`config.mk`:
```
export PLATFORM = sky130hd
export DESIGN_NAME = lsu_master
export DESIGN_NICKNAME = d
export VERILOG_FILES = /design/src/rtl/lsu_master.sv
export SDC_FILE = /design/constraint.sdc
export NUM_CORES = 1
export LEC_CHECK = 0
export ABC_AREA = 1
export CORE_ASPECT_RATIO = 0.9
export CORE_UTILIZATION = 33
export DETAILED_ROUTE_END_ITERATION = 7
export PLACE_DENSITY = 0.71
export SLEW_MARGIN = 15
export SYNTH_ARGS = -nofsm -noshare
export SYNTH_HDL_FRONTEND = slang
export SYNTH_SLANG_ARGS = --single-unit
export TNS_END_PERCENT = 1
```
`constraint.sdc`:
```
create_clock -name clk -period 2.2 [get_ports clk]
set_clock_uncertainty 0.15 [all_clocks]
set_input_delay 0.22 -clock clk [delete_from_list [all_inputs] [get_ports clk]]
set_output_delay 0.22 -clock clk [all_outputs]
set_load 0.1 [all_outputs]
```
`src/rtl/lsu_master.sv`:
```
// lsu_master
//   Load/store sequencer for the MEM stage. It takes one access from the
//   pipeline, checks its alignment and range, and then runs word-aligned
//   transactions on a word-only data memory. SB/SH are done as
//   read-modify-write. Load results come back sign- or zero-extended.
//
// Ports
//   clk, Reset        clock; synchronous active-high reset
//   req_valid/ready   pipeline handshake (ready only when idle)
//   req_op            0 LW, 1 LBU, 2 LB, 3 LHU, 4 LH, 5 SW, 6 SB, 7 SH
//   req_addr/wdata    byte address and store data
//   resp_valid        one-cycle completion pulse
//   resp_rdata        extended load data (0 for stores/exceptions)
//   resp_exc          address error; resp_badaddr holds the faulting address
//   mem_req/we        memory transaction active / write enable
//   mem_addr/wdata    word address and write word (0 while mem_req=0)
//   mem_ready/rdata   memory completion and read data
//
// state | meaning
// IDLE  | waiting for an access; req_ready=1
// RD    | word read in progress (loads, and the read half of SB/SH)
// WR    | word write in progress (SW, and the write half of SB/SH)
// RESP  | one-cycle response pulse
module lsu_master #(
    parameter int unsigned DM_BYTES = 16384
) (
    input  logic        clk,
    input  logic        Reset,
    input  logic        req_valid,
    output logic        req_ready,
    input  logic [2:0]  req_op,
    input  logic [31:0] req_addr,
    input  logic [31:0] req_wdata,
    output logic        resp_valid,
    output logic [31:0] resp_rdata,
    output logic        resp_exc,
    output logic [31:0] resp_badaddr,
    output logic        mem_req,
    output logic        mem_we,
    output logic [31:0] mem_addr,
    output logic [31:0] mem_wdata,
    input  logic        mem_ready,
    input  logic [31:0] mem_rdata
);

    localparam logic [2:0] OP_LW  = 3'd0;
    localparam logic [2:0] OP_LBU = 3'd1;
    localparam logic [2:0] OP_LB  = 3'd2;
    localparam logic [2:0] OP_LHU = 3'd3;
    localparam logic [2:0] OP_LH  = 3'd4;
    localparam logic [2:0] OP_SW  = 3'd5;
    localparam logic [2:0] OP_SB  = 3'd6;
    localparam logic [2:0] OP_SH  = 3'd7;

    typedef enum logic [1:0] {IDLE, RD, WR, RESP} state_t;

    state_t      state, state_n;
    logic [2:0]  op_q, op_n;
    logic [31:0] addr_q, addr_n;
    logic [31:0] data_q, data_n;     // store data, replaced by the merged word for SB/SH
    logic [31:0] rdata_q, rdata_n;
    logic        exc_q, exc_n;
    logic [31:0] badaddr_q, badaddr_n;
    logic        misaligned;
    logic        out_of_range;

    function automatic logic [31:0] load_extract(input logic [2:0] op, input logic [1:0] a,
                                                 input logic [31:0] w);
        logic [7:0]  b;
        logic [15:0] h;
        logic [31:0] r;
        b = w[{a, 3'b000} +: 8];
        h = a[1] ? w[31:16] : w[15:0];
        case (op)
            OP_LBU:  r = {24'b0, b};
            OP_LB:   r = {{24{b[7]}}, b};
            OP_LHU:  r = {16'b0, h};
            OP_LH:   r = {{16{h[15]}}, h};
            default: r = w;
        endcase
        return r;
    endfunction

    function automatic logic [31:0] store_merge(input logic [2:0] op, input logic [1:0] a,
                                                input logic [31:0] old, input logic [31:0] wd);
        logic [31:0] r;
        r = old;
        if (op == OP_SB)
            r[{a, 3'b000} +: 8] = wd[7:0];
        else if (a[1])
            r[31:16] = wd[15:0];
        else
            r[15:0] = wd[15:0];
        return r;
    endfunction

    always_comb begin
        misaligned = 1'b0;
        case (req_op)
            OP_LW, OP_SW:         misaligned = (req_addr[1:0] != 2'b00);
            OP_LH, OP_LHU, OP_SH: misaligned = req_addr[0];
            default:              misaligned = 1'b0;
        endcase
    end

    assign out_of_range = (req_addr >= 32'(DM_BYTES));

    always_ff @(posedge clk) begin
        if (Reset) begin
            state     <= IDLE;
            op_q      <= '0;
            addr_q    <= '0;
            data_q    <= '0;
            rdata_q   <= '0;
            exc_q     <= 1'b0;
            badaddr_q <= '0;
        end else begin
            state     <= state_n;
            op_q      <= op_n;
            addr_q    <= addr_n;
            data_q    <= data_n;
            rdata_q   <= rdata_n;
            exc_q     <= exc_n;
            badaddr_q <= badaddr_n;
        end
    end

    // Response fields default to 0 every cycle, so they are only non-zero
    // during the single RESP cycle that follows the cycle that loaded them.
    always_comb begin
        state_n   = state;
        op_n      = op_q;
        addr_n    = addr_q;
        data_n    = data_q;
        rdata_n   = '0;
        exc_n     = 1'b0;
        badaddr_n = '0;
        case (state)
            IDLE: begin
                if (req_valid) begin
                    op_n   = req_op;
                    addr_n = req_addr;
                    data_n = req_wdata;
                    if (misaligned || out_of_range) begin
                        state_n   = RESP;
                        exc_n     = 1'b1;
                        badaddr_n = req_addr;
                    end else if (req_op == OP_SW) begin
                        state_n = WR;
                    end else begin
                        state_n = RD;
                    end
                end
            end
            RD: begin
                if (mem_ready) begin
                    if (op_q == OP_SB || op_q == OP_SH) begin
                        data_n  = store_merge(op_q, addr_q[1:0], mem_rdata, data_q);
                        state_n = WR;
                    end else begin
                        rdata_n = load_extract(op_q, addr_q[1:0], mem_rdata);
                        state_n = RESP;
                    end
                end
            end
            WR: begin
                if (mem_ready)
                    state_n = RESP;
            end
            default: begin
                state_n = IDLE;
            end
        endcase
    end

    assign req_ready    = (state == IDLE);
    assign resp_valid   = (state == RESP);
    assign resp_rdata   = rdata_q;
    assign resp_exc     = exc_q;
    assign resp_badaddr = badaddr_q;
    assign mem_req      = (state == RD) || (state == WR);
    assign mem_we       = (state == WR);
    assign mem_addr     = mem_req ? {addr_q[31:2], 2'b00} : 32'h0;
    assign mem_wdata    = (state == WR) ? data_q : 32'h0;

endmodule
```
==> results of run 1 <==
==> layout make-up <==
| type | count | area share |
|---|---|---|
| clock buffers | 19 | 0.0427 |
| repair buffers | 270 | 0.302 |
| multi-input cells | 618 | 0.285 |
| flip-flops and latches | 134 | 0.253 |
| well taps | 250 | 0.0295 |
| inverters | 151 | 0.0749 |
| clock inverters | 13 | 0.0128 |
==> final timing paths <==
| check | to | cells after the start | start |
|---|---|---|---|
| worst min-delay path | resp_badaddr[13]$_SDFF_PP0_ | 3 | req_addr[13] |
| worst min register to register | data_q[17]$_SDFFE_PP0P_ | 2 | data_q[17]$_SDFFE_PP0P_ |
| worst max-delay path | mem_addr[8] | 6 | state[0]$_SDFFE_PP0P_ |
| worst max register to register | data_q[28]$_SDFFE_PP0P_ | 9 | addr_q[0]$_SDFFE_PP0P_ |
==> kinds of logic after synthesis <==
| group | share of synthesized area |
|---|---|
| simple gates | 0.222 |
| fa+ha+maj | 0.0174 |
| flops | 0.413 |
| compound gates | 0.222 |
| other cells | 0.000578 |
| buf+inv | 0.126 |
==> flip-flops by register name (all words and copies together), names as in the netlist <==
register,flops
addr_q,32
data_q,32
op_q,3
resp_badaddr,32
resp_exc,1
resp_rdata,32
state,2
==> metal layers <==
layer / GRT usage / up-vias / share of wire
met5: 0 / - / 0
met4: 0.0971 / 0 / 0.025
met3: 0.0905 / 33 / 0.10
met2: 0.390 / 324 / 0.46
met1: 0.291 / 3309 / 0.41
li1: - / 3538 / -
==> cell usage after synthesis (all sizes together) <==
cell / count / area [um2]
o21ai: 94 / 470
nand4: 1 / 12.5
or2: 6 / 37.5
conb: 1 / 3.75
nand3: 50 / 255
nor2: 84 / 325
dfxtp: 134 / 2680
clkinv: 4 / 16.3
a21oi: 102 / 514
ha: 9 / 113
o211ai: 42 / 315
buf: 15 / 100
o22ai: 1 / 6.26
a31oi: 9 / 71.3
nor3: 3 / 20.0
nand2: 207 / 787
o21a: 8 / 60.1
inv: 147 / 552
clkbuf: 39 / 146
==> repair_timing <==
action                     4_1_cts  5_1_grt
cloned                           1        0
setup endpoints to repair       31       68
resized for setup                5        7
==> worst register-to-register path: stages (launching register included) <==
cell and delay, ns:
dfxtp_1 0.31, inv_1 0.25, ha_2 0.39, buf_4 0.17, nor2_1 0.14, buf_4 0.16, nand2_1 0.06, o211ai_1 0.10
nand3_1 0.10, a21oi_1 0.15
==> stage by stage <==
| stage | setup slack (ns) | instance area [um2] | power [uW] | setup TNS, ns |
|---|---|---|---|---|
| 4_1_cts | 0.00758 | 10600 | 14100 | 0 |
| 2_1_floorplan | -0.0971 | 6730 | 8510 | -3.36 |
| 3_5_place_dp | 0.0664 | 9970 | 11100 | 0 |
| 3_3_place_gp | 0.0694 | 9970 | 11000 | 0 |
| 5_1_grt | -0.0381 | 10600 | 14800 | -0.379 |
| 6_report | 0.0689 | 10600 | 14100 | 0 |
==> power breakdown <==
part           internal (uW)  switching (uW)  leakage, uW  total, uW
registers               2970             351      0.00110       3320
clock network           1650            1200     0.000281       2860
logic                   2500            5400      0.00295       7900
==> results.py, run 1 <==
metrics = {
    "finish": {
        "final_util": 0.552,
        "final_common_cell": "nand2_1",
        "multiInputGateArea_um2": 3030,
        "seqCellArea_um2": 2690,
        "fillCellCount": 1807,
        "stdcell_count": 1455,
        "synthToLayoutAreaGrowth_pct": 63.6,
        "fin_nets": 1304,
        "diodes": 0,
        "drive_above_1_share": 0.241,
        "mostFrequentLayoutCells": "202 x nand2_1, 133 x dfxtp_1, 102 x clkdlybuf4s50_1",
    },
    "worst_setup_path": {
        "end_kind": "output pin",
        "worstPathArrival_ns": 1.76,
        "cpPeakStageDelay_ns": 0.37,
        "worstPathCellList": "inv_2 > ha_4 > buf_12 > nand2_1 > clkinvlp_4 > buf_12",
        "critical_path.most_common_cell": "buf_12",
        "critPathRequiredTime_ns": 1.83,
        "startpoint_type": "flip-flop",
        "critical_path.top_delay_family": "buffers and inverters",
        "worstSetupPathType": "flip-flop to output pin",
        "cp_num_buf_inv": 4,
        "slowest_stage": "dfxtp_4",
        "cp_max_fo": 16,
        "regToRegSetupSlack_ns": 0.15,
    },
    "placement": {
        "place_inst": 1422,
        "place_congestion": 0.961,
        "numPortBuffers": 233,
        "hpwl_um": 17900,
    },
    "global_routing": {
        "antenna_found_initial": 0,
        "grt_start_max_net_pins": 61,
        "gr-total-overflow": 0,
        "grt_pass1_wl_um": 37400,
        "grtUsageTotal": 0.242,
        "grt_pass1_vias": 6901,
    },
    "die": {
        "die_x_um": 150,
        "die_area_um2": 20200,
        "dieHeight_um": 135,
        "num_io_pins": 236,
        "start_util": 0.338,
        "row_count": 48,
        "core_area_um2": 19200,
    },
    "clock_tree": {
        "clock-root-buffer": "clkbuf_16",
        "cts_buffer_depth": 2,
        "clkTransAtPathRegs_ns": 0.06,
        "ctsHoldBuffers": 0,
        "h-tree-depth": 4,
        "numClockSinks": 134,
        "cts_tree": "built",
        "cts_buffers": 17,
        "cts_setup_buffers": 0,
        "clock_insertion_delay_worst_skew_ns": 0.42,
    },
    "timing": {
        "drv_slew": 0,
        "period_share": 0.969,
        "hold_viol": 0,
        "rsz0062_at_grt": "true",
        "max_freq_ghz": 0.469,
        "whs_ns": 0.190,
        "setup_viol": 0,
        "period_needed_ns": 2.13,
    },
    "logic_synthesis": {
        "yosysSeqAreaShare": 0.413,
        "syn_area_um2": 6490,
        "netlist_instances": 956,
        "ys_warn_count": 0,
        "syn_avg_cell_area_um2": 6.79,
        "ys_ff_latch": 134,
        "yosysUniqueCellTypes": 32,
    },
    "drt": {
        "drcViolationCount": 0,
        "first_pass_iters": 5,
        "vias": 7204,
        "viasPerCell": 4.95,
        "wl_um": 24000,
        "drt_iter0_markers": 572,
        "wl_per_cell_um": 16.5,
        "postRouteAntennaNets": 0,
    },
    "power_and_ir_drop": {
        "p_leak_uw": 0.00433,
        "power.density_nw_per_um2": 1330,
        "ir_drop_mv": 1.22,
    },
    "run": {
        "cap_violations": 0,
    },
    "status": {
        "status": "complete, no violations",
    },
    "hold_path": {
        "hp-class": "input pin to flip-flop",
    },
}
No activity file was read; power rests on OpenSTA's default activity.
==> run 2: changes to the inputs <==
--- a/config.mk
+++ b/config.mk
@@ -6,10 +6,13 @@
 export NUM_CORES = 1
 export LEC_CHECK = 0
 export ABC_AREA = 1
+export CELL_PAD_IN_SITES_DETAIL_PLACEMENT = 2
+export CELL_PAD_IN_SITES_GLOBAL_PLACEMENT = 2
 export CORE_ASPECT_RATIO = 0.9
-export CORE_UTILIZATION = 33
+export CORE_UTILIZATION = 21
+export CTS_CLUSTER_SIZE = 12
 export DETAILED_ROUTE_END_ITERATION = 7
-export PLACE_DENSITY = 0.71
+export PLACE_DENSITY = 0.82
 export SLEW_MARGIN = 15
 export SYNTH_ARGS = -nofsm -noshare
 export SYNTH_HDL_FRONTEND = slang
==> run 2 against run 1 <==
Compared with the run above:
- utilization fell by 19 points
- sequential share of layout area down 0.59 points
- clock-buffer cell count unchanged
- critical endpoint unchanged
==> results.py, run 2 (synthesized netlist as in run 1, its figures left out) <==
metrics = {
    "status": {
        "status": "complete, no violations",
    },
    "placement": {
        "hpwl_um": 23400,
        "place_ws_ns": 0.0836,
        "place_congestion": 0.878,
        "place_inst": 1581,
        "numPortBuffers": 233,
    },
    "drt": {
        "postRouteAntennaNets": 0,
        "first_pass_iters": 5,
        "wl_per_cell_um": 19.3,
        "drcViolationCount": 0,
        "vias": 7514,
        "wl_um": 31200,
        "drt_iter0_markers": 300,
        "viasPerCell": 4.64,
    },
    "clock_tree": {
        "clkTransAtPathRegs_ns": 0.06,
        "cts_buffer_depth": 2,
        "clock-root-buffer": "clkbuf_16",
        "h-tree-depth": 4,
        "numClockSinks": 134,
        "cts_buffers": 17,
        "cts_tree": "built",
        "clock_insertion_delay_worst_skew_ns": 0.43,
    },
    "worst_setup_path": {
        "startpoint_type": "flip-flop",
        "cpPeakStageDelay_ns": 0.36,
        "critPathRequiredTime_ns": 1.83,
        "end_kind": "output pin",
        "worstSetupPathType": "flip-flop to output pin",
        "critical_path.most_common_cell": "buf_12",
        "worstSetupStartpoint": "state[0]$_SDFFE_PP0P_",
        "r2r-end": "resp_rdata[0]$_SDFF_PP0_",
        "worstRegToRegCells": 8,
        "endpoint": "mem_addr[8]",
        "worstPathCellList": "inv_2 > ha_4 > buf_12 > nand2_1 > clkinvlp_4 > buf_12",
        "r2r_start": "op_q[2]$_SDFFE_PP0P_",
        "worstPathArrival_ns": 1.73,
        "cp_max_fo": 16,
        "regToRegSetupSlack_ns": 0.13,
        "slowest_stage": "dfxtp_2",
    },
    "finish": {
        "fin_nets": 1313,
        "seqCellArea_um2": 2690,
        "synthToLayoutAreaGrowth_pct": 67.5,
        "stdcell_count": 1618,
        "fillCellCount": 3421,
        "drive_above_1_share": 0.249,
        "multiInputGateArea_um2": 3040,
        "mostFrequentLayoutCells": "200 x nand2_1, 132 x dfxtp_1, 104 x buf_4",
        "final_common_cell": "nand2_1",
    },
    "hold_path": {
        "hp-class": "input pin to flip-flop",
    },
    "power_and_ir_drop": {
        "ir_drop_mv": 0.588,
        "switchingPower_uw": 7230,
        "clkPwrFrac": 0.195,
        "p_leak_uw": 0.00437,
        "power.internal_uw": 7140,
        "netSwitchingFraction": 0.503,
        "pwr-share-comb": 0.571,
        "power.density_nw_per_um2": 1320,
        "total_power_uw": 14400,
        "sequentialPowerShare": 0.234,
    },
    "die": {
        "start_util": 0.216,
        "die_x_um": 187,
        "die_area_um2": 31600,
        "dieHeight_um": 169,
        "row_count": 60,
        "core_area_um2": 30100,
        "num_io_pins": 236,
    },
    "global_routing": {
        "grtUsageTotal": 0.200,
        "met3_usage": 0.0661,
        "grt_pass1_vias": 8331,
        "antenna_found_initial": 2,
        "grt_start_max_net_pins": 47,
        "gr-total-overflow": 0,
        "use_met1": 0.230,
        "grtUsageMet2": 0.351,
        "grt_pass1_wl_um": 48600,
        "busiest_layer": "met2",
    },
    "timing": {
        "rsz0062_at_grt": "true",
        "fin_tns_setup_ns": 0,
        "timing.final.ws_setup_ns": 0.0982,
        "hold_viol": 0,
        "period_needed_ns": 2.10,
        "setup_viol": 0,
        "max_freq_ghz": 0.476,
        "drv_slew": 0,
        "period_share": 0.955,
    },
    "run": {
        "cap_violations": 0,
    },
}
## run 2: cell types whose count changed in the layout (fill, tap and decap cells not counted), moves of 2 or more
| cell | before | now |
|---|---|---|
| ha_1 | 5 | 7 |
| inv_1 | 81 | 79 |
| inv_2 | 5 | 8 |
| inv_6 | 5 | 2 |
| ha_2 | 2 | 0 |
| buf_4 | 95 | 104 |
| clkinv_4 | 2 | 4 |
| clkinv_2 | 1 | 3 |
| dfxtp_2 | 0 | 2 |
| nand2_1 | 202 | 200 |
## run 2: how the worst min path moves through the flow
stage | from | endpoint | cells after the start
after floorplan | req_addr[10] | resp_badaddr[10]$_SDFF_PP0_ | 2
after global placement | data_q[16]$_SDFFE_PP0P_ | data_q[16]$_SDFFE_PP0P_ | 2
after detailed placement | data_q[20]$_SDFFE_PP0P_ | data_q[20]$_SDFFE_PP0P_ | 2
after CTS | req_addr[13] | resp_badaddr[13]$_SDFF_PP0_ | 3
after global routing | req_addr[13] | resp_badaddr[13]$_SDFF_PP0_ | 3
final | req_addr[13] | resp_badaddr[13]$_SDFF_PP0_ | 3
## run 2: worst max-delay path: cells and delay by family (launching register included)
| kind | cells | cell delay [ns] |
|---|---|---|
| fa+ha+maj | 1 | 0.27 |
| flops | 1 | 0.36 |
| buf+inv | 4 | 0.53 |
| simple gates | 1 | 0.14 |
## run 2: area by class of cell
type | instances | area share
diodes | 1 | 0.000230
clock buffers | 19 | 0.0408
clock inverters | 13 | 0.0114
inverters | 151 | 0.0731
multi-input cells | 618 | 0.279
flip-flops and latches | 134 | 0.247
well taps | 403 | 0.0464
repair buffers | 279 | 0.302
## run 2: layer usage
layer  share of wire  wire length, um  vias to the layer above
li1                -                -                     3553
met1            0.41            12800                     3661
met5               0                0                        -
met3           0.078             2440                       45
met4           0.022              682                        0
met2            0.49            15300                      255
## run 2: power by group through the flow
stage	sequential [uW]	combinational (uW)	clock, uW
final	3360	8210	2800
after global routing	3430	8710	2970
after CTS	3370	8250	2880
after detailed placement	3400	7960	0
after global placement	3370	7780	0
after floorplan	4080	4430	0
## run 2: through the flow
stage | area, um2 | hold slack (ns) | util
floorplan | 6730 | 0.205 | -
global placement | 10200 | 0.307 | 0.338
finish | 10900 | 0.206 | 0.361
CTS | 10800 | 0.188 | 0.360
global route | 10900 | 0.195 | 0.361
detailed placement | 10200 | 0.319 | 0.338
## run 2: repair_timing
action,in CTS,in global routing
setup endpoints to repair,60,38
buffers inserted,1,2
cloned,1,0
hold buffers,0,0
gates resized for setup,10,4
pin swaps,1,0
